## src/rtl/image_rom_streamer.sv

```systemverilog
// rtl/image_rom_streamer.sv - pipelined screen-coordinate to image-ROM pixel fetcher
module image_rom_streamer #(
    parameter int IMG_W       = 640,
    parameter int IMG_H       = 480,
    parameter int NUM_IMG     = 1,
    parameter int SEL_W       = 1,
    parameter int COORD_W     = 10,
    parameter int ADDR_W      = 19,
    parameter int DATA_W      = 12,
    parameter int SCALE_SHIFT = 0,
    parameter logic [DATA_W-1:0] BG_COLOR = {DATA_W{1'b0}}
) (
    input  logic               clk,
    input  logic               rst,
    input  logic               frame_start,
    input  logic [SEL_W-1:0]   img_sel,
    input  logic [COORD_W-1:0] org_x,
    input  logic [COORD_W-1:0] org_y,
    input  logic               pix_valid,
    input  logic [COORD_W-1:0] pix_x,
    input  logic [COORD_W-1:0] pix_y,
    output logic               rom_en,
    output logic [ADDR_W-1:0]  rom_addr,
    input  logic [DATA_W-1:0]  rom_data,
    output logic               rgb_valid,
    output logic [DATA_W-1:0]  rgb_out
);

    localparam logic [ADDR_W-1:0] IMG_SIZE = ADDR_W'(IMG_W * IMG_H);
    localparam logic [ADDR_W-1:0] ROW_LEN  = ADDR_W'(IMG_W);

    logic [SEL_W-1:0]   sel_l;
    logic [COORD_W-1:0] ox_l, oy_l;

    logic [COORD_W:0]   dx, dy, sx, sy;
    logic               inb_c;

    logic               v1, inb1;
    logic [SEL_W-1:0]   sel1;
    logic [COORD_W-1:0] rx1, ry1;
    logic               v2, inb2, v3, inb3;
    logic [ADDR_W-1:0]  addr_c;

    // Out-of-range selects fall back to image 0 so the address never leaves the ROM.
    always_ff @(posedge clk or posedge rst) begin
        if (rst) begin
            sel_l <= '0;
            ox_l  <= '0;
            oy_l  <= '0;
        end else if (frame_start) begin
            sel_l <= (32'(img_sel) < NUM_IMG) ? img_sel : '0;
            ox_l  <= org_x;
            oy_l  <= org_y;
        end
    end

    // The extra top bit of dx/dy is the borrow: set means the pixel is left of or above the origin.
    always_comb begin
        dx    = {1'b0, pix_x} - {1'b0, ox_l};
        dy    = {1'b0, pix_y} - {1'b0, oy_l};
        sx    = dx >> SCALE_SHIFT;
        sy    = dy >> SCALE_SHIFT;
        inb_c = !dx[COORD_W] && !dy[COORD_W] &&
                (32'(sx) < IMG_W) && (32'(sy) < IMG_H);
    end

    always_ff @(posedge clk or posedge rst) begin
        if (rst) begin
            v1   <= 1'b0;
            inb1 <= 1'b0;
            sel1 <= '0;
            rx1  <= '0;
            ry1  <= '0;
        end else begin
            v1   <= pix_valid;
            inb1 <= inb_c;
            sel1 <= sel_l;
            rx1  <= sx[COORD_W-1:0];
            ry1  <= sy[COORD_W-1:0];
        end
    end

    assign addr_c = ADDR_W'(sel1) * IMG_SIZE + ADDR_W'(ry1) * ROW_LEN + ADDR_W'(rx1);

    // Address only moves on real reads, keeping the ROM address bus quiet during gaps.
    always_ff @(posedge clk or posedge rst) begin
        if (rst) begin
            rom_en   <= 1'b0;
            rom_addr <= '0;
            v2       <= 1'b0;
            inb2     <= 1'b0;
        end else begin
            rom_en <= v1 & inb1;
            if (v1 && inb1) begin
                rom_addr <= addr_c;
            end
            v2   <= v1;
            inb2 <= inb1;
        end
    end

    always_ff @(posedge clk or posedge rst) begin
        if (rst) begin
            v3   <= 1'b0;
            inb3 <= 1'b0;
        end else begin
            v3   <= v2;
            inb3 <= inb2;
        end
    end

    always_ff @(posedge clk or posedge rst) begin
        if (rst) begin
            rgb_valid <= 1'b0;
            rgb_out   <= '0;
        end else begin
            rgb_valid <= v3;
            if (v3) begin
                rgb_out <= inb3 ? rom_data : BG_COLOR;
            end
        end
    end

endmodule

```

## config.mk

```make
export PLATFORM = sky130hd
export DESIGN_NAME = image_rom_streamer
export DESIGN_NICKNAME = d
export VERILOG_FILES = /design/src/rtl/image_rom_streamer.sv
export SDC_FILE = /design/constraint.sdc
export NUM_CORES = 1
export LEC_CHECK = 0
export ABC_AREA = 1
export BUFFER_PORTS_ARGS = -buffer_cell sky130_fd_sc_hd__buf_4
export CORE_UTILIZATION = 45
export CTS_BUF_LIST = sky130_fd_sc_hd__clkbuf_4
export DETAILED_ROUTE_END_ITERATION = 7
export GPL_TIMING_DRIVEN = 0
export PLACE_DENSITY = 0.67
export SLEW_MARGIN = 20
export SYNTH_ARGS = -nofsm -noshare
export SYNTH_HDL_FRONTEND = slang
export SYNTH_SLANG_ARGS = --single-unit
```

## constraint.sdc

```tcl
create_clock -name clk -period 5.2 [get_ports clk]
set_input_delay 0.52 -clock clk [delete_from_list [all_inputs] [get_ports clk]]
set_output_delay 0.52 -clock clk [all_outputs]
set_load 0.005 [all_outputs]
```

==> impl_metrics.py <==
metrics = {
    "cells_and_area": {
        "stdcell_area_um2": 5530,
        "syn_to_final_growth_pct": 21.2,
        "antenna_cells": 0,
        "drive_above_1_share_pct": 18.3,
        "final_net_count": 773,
    },
    "placed_design": {
        "portBuffers": 87,
        "placed_area_um2": 5410,
        "dp_hpwl_mm": 6.86,
        "place_congestion": 0.883,
    },
    "synthesis": {
        "seq_area_frac_synth_pct": 43.3,
        "syn_inst": 574,
        "yosysWarnings": 0,
        "synth.distinct_cells": 32,
        "yosys_register_bits": 79,
        "yosysTopAreaCellShare_pct": 43.3,
        "yosysTopAreaCell": "dfrtp_1",
        "synthesis.nets": 674,
        "synth_edf_count": 0,
        "syn_avg_cell_area_um2": 7.95,
        "ys.flop_type": "dfrtp_1",
        "yosys-top-cells-area": "dfrtp_1 43%, nand2_1 15%, ha_1 11%",
        "async_flop_share_pct": 100,
        "netlist_area_um2": 4560,
    },
    "timing": {
        "skew_ps": 15.6,
        "finalCriticalPeriod_ps": 2380,
        "fmax_ghz": 0.420,
        "slew_viol_final": 0,
        "rsz0062_at_grt": "no",
        "fin_crit_sh_pct": 45.8,
        "setup_tns_ps": 0,
        "max-slew-margin-rel_pct": 65.9,
        "tightest_slew_ps": 511,
        "setup_viol": 0,
        "timing_hold_violations_final": 0,
    },
    "drt": {
        "drc": 0,
        "viasPerCell": 4.58,
        "routed_wl_mm": 8.50,
        "drtAntennaViolNets": 0,
        "first_iter_violations": 87,
        "first_pass_iters": 4,
        "avgRoutedWirePerCell_um": 10.5,
        "num_vias": 3711,
    },
    "pwr": {
        "powerDensity_nw_per_um2": 392,
        "leakagePower_nw": 3.01,
        "max-vdd-ir-drop_uv": 155,
    },
    "die": {
        "ios": 90,
        "die_w_um": 103,
        "start_util_pct": 46.5,
        "fp.dieArea_um2": 10500,
        "core_area_um2": 9820,
        "chipHeight_um": 103,
        "rows": 36,
    },
    "critical_path": {
        "required_ps": 5530,
        "crit_fanout": 3,
        "cp-end-kind": "register",
        "worstPathArrival_ps": 2710,
        "crit_chain": "ha_1, ha_1, inv_1, fa_1, xnor2_1, nand2_1, nor2_2, nand3_4, nor2_4, nand3_1, nand3_1, nand2_1",
        "critPathKind": "register to register",
        "crit_path_top_delay_cell": "dfrtp_1",
        "slowest_delay_ps": 440,
        "start_kind": "register",
    },
    "clock_network": {
        "cts_made_buffers": 9,
        "cts.clk_slew.worst_paths_ps": 130,
        "clkLatencyLatePin_ps": 420,
        "cts_tree": "built",
        "cts.sinks": 79,
        "cts_root_buf": "clkbuf_4",
        "postCtsHoldBufs": 0,
        "htreeDepth": 3,
        "cts_resized": 0,
        "cts_max_path_buffers": 2,
        "post_cts_buffers": 0,
    },
    "global_route": {
        "globalRoute.totalOverflow": 0,
        "grt_util_all_layers_pct": 18.4,
        "grt_pass1_wl_mm": 15.1,
        "antenna_found_initial": 0,
        "grt_pass1_vias": 3604,
        "grt_start_max_net_pins": 51,
    },
    "flow_run": {
        "drv_cap": 0,
    },
    "worst_hold_path": {
        "min_path_type": "input port to asynchronous set/reset pin",
    },
    "outcome": {
        "status": "complete, no violations",
    },
}
==> worst max-delay path, delay by kind of cell (launching register included) <==
kind	cells	cell delay (ps)
adder cells (fa/ha/maj)	3	840
flip-flops	1	440
AND/OR/NAND/NOR	7	760
XOR/XNOR	1	210
buffers and inverters	1	50
==> area by class of cell <==
cell class | count | area, µm²
plain buffers | 10 | 37.5
clock buffers | 9 | 67.6
clock inverters | 7 | 51.3
fillers | 945 | 4290
inverters | 102 | 385
multi-input cells | 383 | 2160
flip-flops and latches | 79 | 1980
well taps | 133 | 166
repair buffers | 88 | 681
==> Yosys cell counts (2+ instances only) <==
| library cell | n |
|---|---|
| nand3_1 | 38 |
| nor2_2 | 2 |
| nand3b_1 | 7 |
| xnor2_1 | 10 |
| nor2_1 | 23 |
| ha_1 | 39 |
| nand2_1 | 178 |
| dfrtp_1 | 79 |
| a21oi_1 | 14 |
| fa_1 | 4 |
| clkbuf_1 | 8 |
| nand2_2 | 6 |
| inv_1 | 100 |
| buf_1 | 2 |
| xor2_1 | 3 |
| mux2_2 | 2 |
| nor2_4 | 2 |
| nand4_1 | 3 |
| o21ai_0 | 41 |
==> layer usage <==
| layer | share of wire [%] | up-vias | track usage [%] |
|---|---|---|---|
| met4 | 1.4 | 0 | 7.03 |
| met5 | 0 | - | 0 |
| met3 | 4.3 | 12 | 3.59 |
| li1 | - | 1985 | - |
| met2 | 45 | 90 | 30.9 |
| met1 | 50 | 1624 | 23.5 |
==> cell families after synthesis <==
family / Yosys count / share of synthesized area (%)
xor+xnor: 13 / 2.50
mux: 2 / 0.494
simple gates: 267 / 25.5
buf+inv: 112 / 9.22
fa+ha+maj: 43 / 12.5
compound gates: 58 / 6.50
flops: 79 / 43.3
==> final timing paths <==
path | startpoint | end | slack [ps] | depth (start not counted)
setup / recovery | ry1[1] | rom_addr[18] | 2820 | 12
hold reg to reg | inb2 | inb3 | 370 | 0
hold / removal | rst | v2 | 70 | 2
min in group clk | pix_valid | v1 | 200 | 1
max in group asynchronous | rst | oy_l[6] | 4570 | 3
setup reg to reg | ry1[1] | rom_addr[18] | 2820 | 12
==> cell usage in the layout, fill, tap and decap left out, drive strengths merged, types with 3 or more instances in the layout <==
master and n:
nand2 185, inv 105, buf 90, dfrtp 79, o21ai 43, nand3 40, ha 39, nor2 27
clkbuf 17, a21oi 14, xnor2 10, nand3b 7, fa 4, nand4 3, xor2 3, clkinv 3
or2 3
==> metrics by stage <==
step | utilization, % | std cells | power [W] | worst slack (ps) | hold WS [ps]
after floorplan | - | 574 | 0.00155 | 2660 | 331
after detailed placement | 55.1 | 795 | 0.00186 | 2790 | 342
after global routing | 56.3 | 811 | 0.00240 | 2610 | 47.8
final | 56.3 | 811 | 0.00217 | 2820 | 72.6
after global placement | 54.8 | 794 | 0.00182 | 1850 | 332
after CTS | 56.3 | 811 | 0.00220 | 2780 | 42.0
==> registers in the layout (all words and copies together) (netlist names) <==
register,cells
rom_addr,19
rgb_out,12
ox_l,10
oy_l,10
rx1,10
ry1,10
inb1,1
inb2,1
inb3,1
rgb_valid,1
rom_en,1
v1,1
v2,1
v3,1
==> power by group <==
part / leakage [nW] / switching (W) / internal (W)
clock network: 0.0652 / 0.000228 / 0.000103
logic: 1.96 / 0.000578 / 0.000444
registers: 0.982 / 0.0000705 / 0.000746
Note: power is estimated with default switching activity, not from simulation.
